--- config.mk ---
export PLATFORM = sky130hd
export DESIGN_NAME = icache_wishbone_refill_flat
export DESIGN_NICKNAME = d
export VERILOG_FILES = /design/src/rtl/icache_wishbone_refill_pkg.sv /design/src/rtl/icache_wishbone_refill_if.sv /design/src/rtl/icache_wishbone_refill.sv /design/src/flat_wrapper.sv
export SDC_FILE = /design/constraint.sdc
export NUM_CORES = 1
export LEC_CHECK = 0
export ABC_CLOCK_PERIOD_IN_PS = 1900
export BUFFER_PORTS_ARGS = -buffer_cell sky130_fd_sc_hd__buf_2
export CAP_MARGIN = 20
export CORE_MARGIN = 2
export CORE_UTILIZATION = 46
export DETAILED_ROUTE_END_ITERATION = 10
export HOLD_SLACK_MARGIN = 0.05
export PLACE_DENSITY_LB_ADDON = 0.12
export RECOVER_POWER = 50
export SYNTH_ARGS = -nofsm -noshare
export SYNTH_HDL_FRONTEND = slang
export SYNTH_SLANG_ARGS = --single-unit
--- constraint.sdc ---
create_clock -name clk -period 1.9 [get_ports clk]
set_input_delay 0.38 -clock clk [delete_from_list [all_inputs] [get_ports clk]]
set_output_delay 0.38 -clock clk [all_outputs]
set_load 0.05 [all_outputs]
--- src/rtl/icache_wishbone_refill_pkg.sv ---
// Shared Wishbone constants and refill FSM encoding for the
// instruction-cache refill bridge.
package wb_pkg;

    localparam logic [2:0] CTI_CLASSIC = 3'b000;
    localparam logic [2:0] CTI_INCR    = 3'b010;
    localparam logic [2:0] CTI_END     = 3'b111;

    localparam logic [1:0] BTE_LINEAR  = 2'b00;

    typedef enum logic [1:0] {
        ST_IDLE  = 2'd0,
        ST_BURST = 2'd1,
        ST_DRAIN = 2'd2
    } refill_state_e;

    function automatic logic [2:0] cti_for_beat(input logic last);
        return last ? CTI_END : CTI_INCR;
    endfunction

endpackage

--- src/rtl/icache_wishbone_refill_if.sv ---
// Cache command/response port plus Wishbone master signals of the
// refill bridge, bundled so the bridge sees one port.
interface icache_wishbone_refill_if #(
    parameter int ADDR_WIDTH = 32
);

    logic                  cmd_valid;
    logic                  cmd_ready;
    logic [ADDR_WIDTH-1:0] cmd_address;

    logic                  rsp_valid;
    logic [31:0]           rsp_data;
    logic                  rsp_error;

    logic [ADDR_WIDTH-3:0] wb_adr;
    logic [31:0]           wb_dat_r;
    logic                  wb_cyc;
    logic                  wb_stb;
    logic                  wb_we;
    logic [3:0]            wb_sel;
    logic [2:0]            wb_cti;
    logic [1:0]            wb_bte;
    logic                  wb_ack;
    logic                  wb_err;

    modport master (
        input  cmd_valid,
        input  cmd_address,
        input  wb_dat_r,
        input  wb_ack,
        input  wb_err,
        output cmd_ready,
        output rsp_valid,
        output rsp_data,
        output rsp_error,
        output wb_adr,
        output wb_cyc,
        output wb_stb,
        output wb_we,
        output wb_sel,
        output wb_cti,
        output wb_bte
    );

    modport slave (
        output cmd_valid,
        output cmd_address,
        output wb_dat_r,
        output wb_ack,
        output wb_err,
        input  cmd_ready,
        input  rsp_valid,
        input  rsp_data,
        input  rsp_error,
        input  wb_adr,
        input  wb_cyc,
        input  wb_stb,
        input  wb_we,
        input  wb_sel,
        input  wb_cti,
        input  wb_bte
    );

endinterface

--- src/rtl/icache_wishbone_refill.sv ---
// I-cache line refill bridge: one command in, one incrementing
// Wishbone burst out, exactly LINE_WORDS responses back.
module icache_wishbone_refill
    import wb_pkg::*;
#(
    parameter int LINE_WORDS = 8,
    parameter int ADDR_WIDTH = 32
) (
    input  logic                     clk,
    input  logic                     resetn,
    icache_wishbone_refill_if.master bus
);

    localparam int BEAT_W = $clog2(LINE_WORDS);
    localparam int OFF_W  = BEAT_W + 2;
    localparam int LINE_W = ADDR_WIDTH - OFF_W;

    localparam logic [BEAT_W-1:0] LAST_BEAT = BEAT_W'(LINE_WORDS - 1);

    localparam logic [1:0] S_IDLE  = ST_IDLE;
    localparam logic [1:0] S_BURST = ST_BURST;
    localparam logic [1:0] S_DRAIN = ST_DRAIN;

    logic [1:0]        r_state;
    logic [BEAT_W-1:0] r_beat;
    logic [LINE_W-1:0] r_base;
    logic              r_rsp_valid;
    logic              r_rsp_error;
    logic [31:0]       r_rsp_data;

    logic w_idle;
    logic w_burst;
    logic w_drain;
    logic w_last;
    logic w_unused;

    assign w_idle   = (r_state == S_IDLE);
    assign w_burst  = (r_state == S_BURST);
    assign w_drain  = (r_state == S_DRAIN);
    assign w_last   = (r_beat == LAST_BEAT);
    assign w_unused = ^bus.cmd_address[OFF_W-1:0];

    always_ff @(posedge clk or negedge resetn) begin
        if (!resetn) begin
            r_state     <= S_IDLE;
            r_beat      <= '0;
            r_base      <= '0;
            r_rsp_valid <= 1'b0;
            r_rsp_error <= 1'b0;
            r_rsp_data  <= '0;
        end else begin
            r_rsp_valid <= 1'b0;
            r_rsp_error <= 1'b0;
            unique case (1'b1)
                w_idle: begin
                    if (bus.cmd_valid) begin
                        r_base  <= bus.cmd_address[ADDR_WIDTH-1:OFF_W];
                        r_beat  <= '0;
                        r_state <= S_BURST;
                    end
                end
                w_burst: begin
                    // An error beat poisons the rest of the line.
                    if (bus.wb_err) begin
                        r_rsp_valid <= 1'b1;
                        r_rsp_error <= 1'b1;
                        r_rsp_data  <= '0;
                        r_beat      <= r_beat + 1'b1;
                        r_state     <= w_last ? S_IDLE : S_DRAIN;
                    end else if (bus.wb_ack) begin
                        r_rsp_valid <= 1'b1;
                        r_rsp_data  <= bus.wb_dat_r;
                        r_beat      <= r_beat + 1'b1;
                        if (w_last) begin
                            r_state <= S_IDLE;
                        end
                    end
                end
                w_drain: begin
                    r_rsp_valid <= 1'b1;
                    r_rsp_error <= 1'b1;
                    r_rsp_data  <= '0;
                    r_beat      <= r_beat + 1'b1;
                    if (w_last) begin
                        r_state <= S_IDLE;
                    end
                end
                default: begin
                    r_state <= S_IDLE;
                end
            endcase
        end
    end

    assign bus.cmd_ready = w_idle;
    assign bus.rsp_valid = r_rsp_valid;
    assign bus.rsp_error = r_rsp_error;
    assign bus.rsp_data  = r_rsp_data;

    assign bus.wb_cyc = w_burst;
    assign bus.wb_stb = w_burst;
    assign bus.wb_adr = w_burst ? {r_base, r_beat} : '0;
    assign bus.wb_cti = w_burst ? cti_for_beat(w_last) : CTI_CLASSIC;
    assign bus.wb_we  = 1'b0;
    assign bus.wb_sel = 4'hF;
    assign bus.wb_bte = BTE_LINEAR;

endmodule

--- src/flat_wrapper.sv ---
// flat-port wrapper written by rule: the top's interface ports become plain ports
module icache_wishbone_refill_flat import wb_pkg::*;
#(
    parameter int LINE_WORDS = 8,
    parameter int ADDR_WIDTH = 32
)
  (clk, resetn, bus_cmd_valid, bus_cmd_address, bus_wb_dat_r, bus_wb_ack, bus_wb_err, bus_cmd_ready, bus_rsp_valid, bus_rsp_data, bus_rsp_error, bus_wb_adr, bus_wb_cyc, bus_wb_stb, bus_wb_we, bus_wb_sel, bus_wb_cti, bus_wb_bte);
  icache_wishbone_refill_if #(.ADDR_WIDTH(ADDR_WIDTH)) bus_i ();
  input  logic clk;
  input  logic resetn;
  input wire logic [$bits(bus_i.cmd_valid)-1:0] bus_cmd_valid;
  input wire logic [$bits(bus_i.cmd_address)-1:0] bus_cmd_address;
  input wire logic [$bits(bus_i.wb_dat_r)-1:0] bus_wb_dat_r;
  input wire logic [$bits(bus_i.wb_ack)-1:0] bus_wb_ack;
  input wire logic [$bits(bus_i.wb_err)-1:0] bus_wb_err;
  output wire logic [$bits(bus_i.cmd_ready)-1:0] bus_cmd_ready;
  output wire logic [$bits(bus_i.rsp_valid)-1:0] bus_rsp_valid;
  output wire logic [$bits(bus_i.rsp_data)-1:0] bus_rsp_data;
  output wire logic [$bits(bus_i.rsp_error)-1:0] bus_rsp_error;
  output wire logic [$bits(bus_i.wb_adr)-1:0] bus_wb_adr;
  output wire logic [$bits(bus_i.wb_cyc)-1:0] bus_wb_cyc;
  output wire logic [$bits(bus_i.wb_stb)-1:0] bus_wb_stb;
  output wire logic [$bits(bus_i.wb_we)-1:0] bus_wb_we;
  output wire logic [$bits(bus_i.wb_sel)-1:0] bus_wb_sel;
  output wire logic [$bits(bus_i.wb_cti)-1:0] bus_wb_cti;
  output wire logic [$bits(bus_i.wb_bte)-1:0] bus_wb_bte;
  assign bus_i.cmd_valid = bus_cmd_valid;
  assign bus_i.cmd_address = bus_cmd_address;
  assign bus_i.wb_dat_r = bus_wb_dat_r;
  assign bus_i.wb_ack = bus_wb_ack;
  assign bus_i.wb_err = bus_wb_err;
  assign bus_cmd_ready = bus_i.cmd_ready;
  assign bus_rsp_valid = bus_i.rsp_valid;
  assign bus_rsp_data = bus_i.rsp_data;
  assign bus_rsp_error = bus_i.rsp_error;
  assign bus_wb_adr = bus_i.wb_adr;
  assign bus_wb_cyc = bus_i.wb_cyc;
  assign bus_wb_stb = bus_i.wb_stb;
  assign bus_wb_we = bus_i.wb_we;
  assign bus_wb_sel = bus_i.wb_sel;
  assign bus_wb_cti = bus_i.wb_cti;
  assign bus_wb_bte = bus_i.wb_bte;
  icache_wishbone_refill #(.LINE_WORDS(LINE_WORDS), .ADDR_WIDTH(ADDR_WIDTH)) u_core (.clk(clk), .resetn(resetn), .bus(bus_i));
endmodule
==> qor.csv <==
stage,metric,value,unit
status,status,"finished, violations left",
status,violations,"capacitance limit, slew limit",
sta,fmax,0.536,GHz
setup_path,required,1.52,ns
final_layout,n_antenna_cell,0,
yosys,seq_area_frac_synth,0.538,
final_layout,multi_input_area,1310,µm²
route,drtIter0Drc,104,
worst_hold_path,hold_end,u_core.bus.rsp_data[19],
place,hpwl,4600,µm
worst_hold_path,hold_path_startpoint,bus_wb_dat_r[19],
yosys,synth_cells,289,
setup_path,crit_family,flip-flops,
yosys,synth_edf_count,0,
global_routing,overflow,0,
place,dp.cells,486,
sta,worst_pin_slew,1.59,ns
setup_path,critPathLaunchType,flip-flop,
yosys,synthTopCellsByCount,"dfrtp_1, o21ai_0, nand2_1, and2_1, mux2_2",
sta,hold_viol,0,
sta,rsz0062_at_grt,yes,
yosys,synth_top_cell_by_area,dfrtp_1,
power,seqPwrFrac,0.270,
sta,fin_tns_setup,0,ns
final_layout,area_delta_synth_final,38.4,%
sta,skew,0.00784,ns
setup_path,critPathBufInv,3,
run,cap_violations,1,
setup_path,r2r-end,u_core.bus.rsp_data[21],
power,p_sw_frac,0.481,
sta,holdWs,0.268,ns
setup_path,path_class,reg -> out,
sta,relSlewSlack,-0.0573,
yosys,synth_warnings,0,
sta,period_needed,1.87,ns
power,p_switching,4.03,mW
global_routing,grt.total_usage,0.195,
yosys,async_reset_ff_frac,1.00,
final_layout,seqCellArea,1650,µm²
final_layout,instances_no_fill,507,
route,ant_nets,0,
floorplanning,chipHeight,85.7,µm
yosys,synthesis.area,3070,µm²
global_routing,grt_pass1_vias,2445,
yosys,ys.flop_type,dfrtp_1,
sta,setup_violations,0,
cts,clock_sinks,66,
final_layout,drive_above_1_share,0.484,
power,pwr-share-clk,0.140,
route,post_drt_wl_per_cell,13.8,µm
sta,fin_crit_sh,0.982,
global_routing,antenna_found_initial,0,
floorplanning,die-area,7340,µm²
setup_path,reg2reg_from,u_core.r_state[1],
setup_path,worst_setup_path_end_kind,primary output,
cts,cts_tree,yes,
place,portBuffers,133,
setup_path,path_cells,inv_2 -> ha_4 -> buf_4 -> and2_2 -> buf_8,
cts,clock_latency,0.34,ns
route,dr.pass1.iters,4,
power,p_leak,2.08,nW
yosys,syn_avg_cell_area,10.6,µm²
route,drc,0,
floorplanning,io_pins,146,
route,vias,2512,
power,intPower,4.35,mW
sta,slew_viol_final,67,
floorplanning,rows,29,
cts,clockBufferDepth,2,
route,wl,6980,µm
cts,h-tree-depth,3,
global_routing,grt_max_degree,67,
final_layout,fillers,531,
yosys,yosysMostFrequentCell,dfrtp_1,
power,p_comb_frac,0.590,
power,peakVddDrop,0.00115,V
setup_path,reg2reg_slack,0.19,ns
yosys,yosysTopAreaCellShare,0.538,
setup_path,worst-r2r-cell-count,6,
yosys,ys_ff_latch,66,
floorplanning,coreArea,6390,µm²
worst_hold_path,whs_path_depth,3,
final_layout,nets,500,
yosys,synthTopCellsByArea,"dfrtp_1, o21ai_0, mux2_2",
setup_path,cpMaxStageDelayCell,dfrtp_1,
floorplanning,die_width,85.7,µm
floorplanning,start_util,0.481,
yosys,synth_cell_types,28,
setup_path,cp_max_fo,9,
power,p_total,8.38,mW
route,viasPerCell,4.95,
setup_path,crit_arrival,1.49,ns
global_routing,grt_pass1_wl,11300,µm
cts,clk_pin_slew_worst_paths,0.07,ns
setup_path,critPathMaxStageDelay,0.40,ns
power,powerDensity,1970,nW/µm²
place,finalWeightedCongestion,0.703,
cts,cts_buffers,9,
worst_hold_path,hp-class,in -> reg,
cts,root_buffer,clkbuf_8,
[per-stage QoR]
stage	setup WS [ns]	util	area, µm²
final	0.0350	0.665	4250
after global routing	-0.0496	0.665	4250
after CTS	-0.00894	0.654	4170
after detailed placement	0.0831	0.603	3850
after global placement	0.140	0.603	3850
after floorplan	-0.0149	-	3150
[routing by layer]
metal	wire length (µm)	track usage	vias to the layer above
met5	0	0	-
met4	112	0.0765	0
met3	475	0.0539	12
met2	3360	0.312	102
met1	3030	0.253	1181
li1	-	-	1217
[state kept, by name, indices dropped and copies added, names as in the netlist]
register / flops
u_core.r_base: 27
u_core.bus.rsp_error: 1
u_core.bus.rsp_valid: 1
u_core.r_beat: 3
u_core.bus.rsp_data: 32
u_core.r_state: 2
[what timing repair did]
item / CTS / global route
hold buffers: 0 / 0
buffers inserted: 2 / 2
pin swaps: 0 / 0
resized for setup: 41 / 27
endpoints found under the setup margin: 32 / 63
gates cloned: 0 / 1
[power groups by stage]
stage	clock, mW	sequential, mW	combinational (mW)
2_1_floorplan	0	3.07	2.78
3_3_place_gp	0	2.25	4.47
3_5_place_dp	0	2.27	4.54
4_1_cts	1.20	2.25	4.79
5_1_grt	1.27	2.33	5.27
6_report	1.18	2.26	4.94
[worst min-delay path, stage by stage]
cell and delay (ns):
buf_2 0.09, nand2_1 0.05, o21ai_1 0.05
[cell type report]
| type | count | share of cell area |
|---|---|---|
| multi-input cells | 195 | 0.308 |
| clock inverters | 2 | 0.00825 |
| repair buffers | 147 | 0.229 |
| flip-flops and latches | 66 | 0.389 |
| well taps | 77 | 0.0227 |
| clock buffers | 14 | 0.0383 |
| inverters | 6 | 0.00530 |
[cells in the final DEF (no fill, tap or decap), types with 2 or more instances in the layout]
cell type  count
buf_4         11
a21oi_1        3
buf_8          4
buf_6         24
nand2_1       34
and2_2        30
nor2_1         5
o21ai_1        3
nor2b_1        2
nand2b_4       2
clkbuf_1      24
conb_1         7
mux2_2        28
mux2i_1        2
inv_1          5
buf_12         3
ha_2           2
ha_1           3
dfrtp_1       66
clkbuf_8      11
o21ai_0       63
buf_2         83
[logic make-up after synthesis]
| kind of cell | count (synthesis) | synth area share |
|---|---|---|
| adders and majority gates | 6 | 0.0245 |
| muxes | 30 | 0.109 |
| AOI/OAI and AO/OA | 72 | 0.121 |
| and+or+nand+nor | 79 | 0.139 |
| DFF | 66 | 0.538 |
| other | 2 | 0.00245 |
| buffers and inverters | 34 | 0.0656 |
[how the worst max path moves through the flow]
stage | startpoint | end | slack (ns) | cells past startpoint
after floorplan | u_core.r_state[1] | bus_wb_cti[2] | -0.01 | 6
after global placement | u_core.r_state[1] | u_core.bus.rsp_data[21] | 0.14 | 5
after detailed placement | u_core.r_state[1] | u_core.bus.rsp_data[21] | 0.08 | 5
after CTS | u_core.r_beat[0] | bus_wb_cti[0] | -0.009 | 4
after global routing | u_core.r_state[1] | bus_wb_adr[1] | -0.05 | 5
final | u_core.r_state[1] | bus_wb_adr[24] | 0.03 | 5
(Power assumes the default switching activity.)
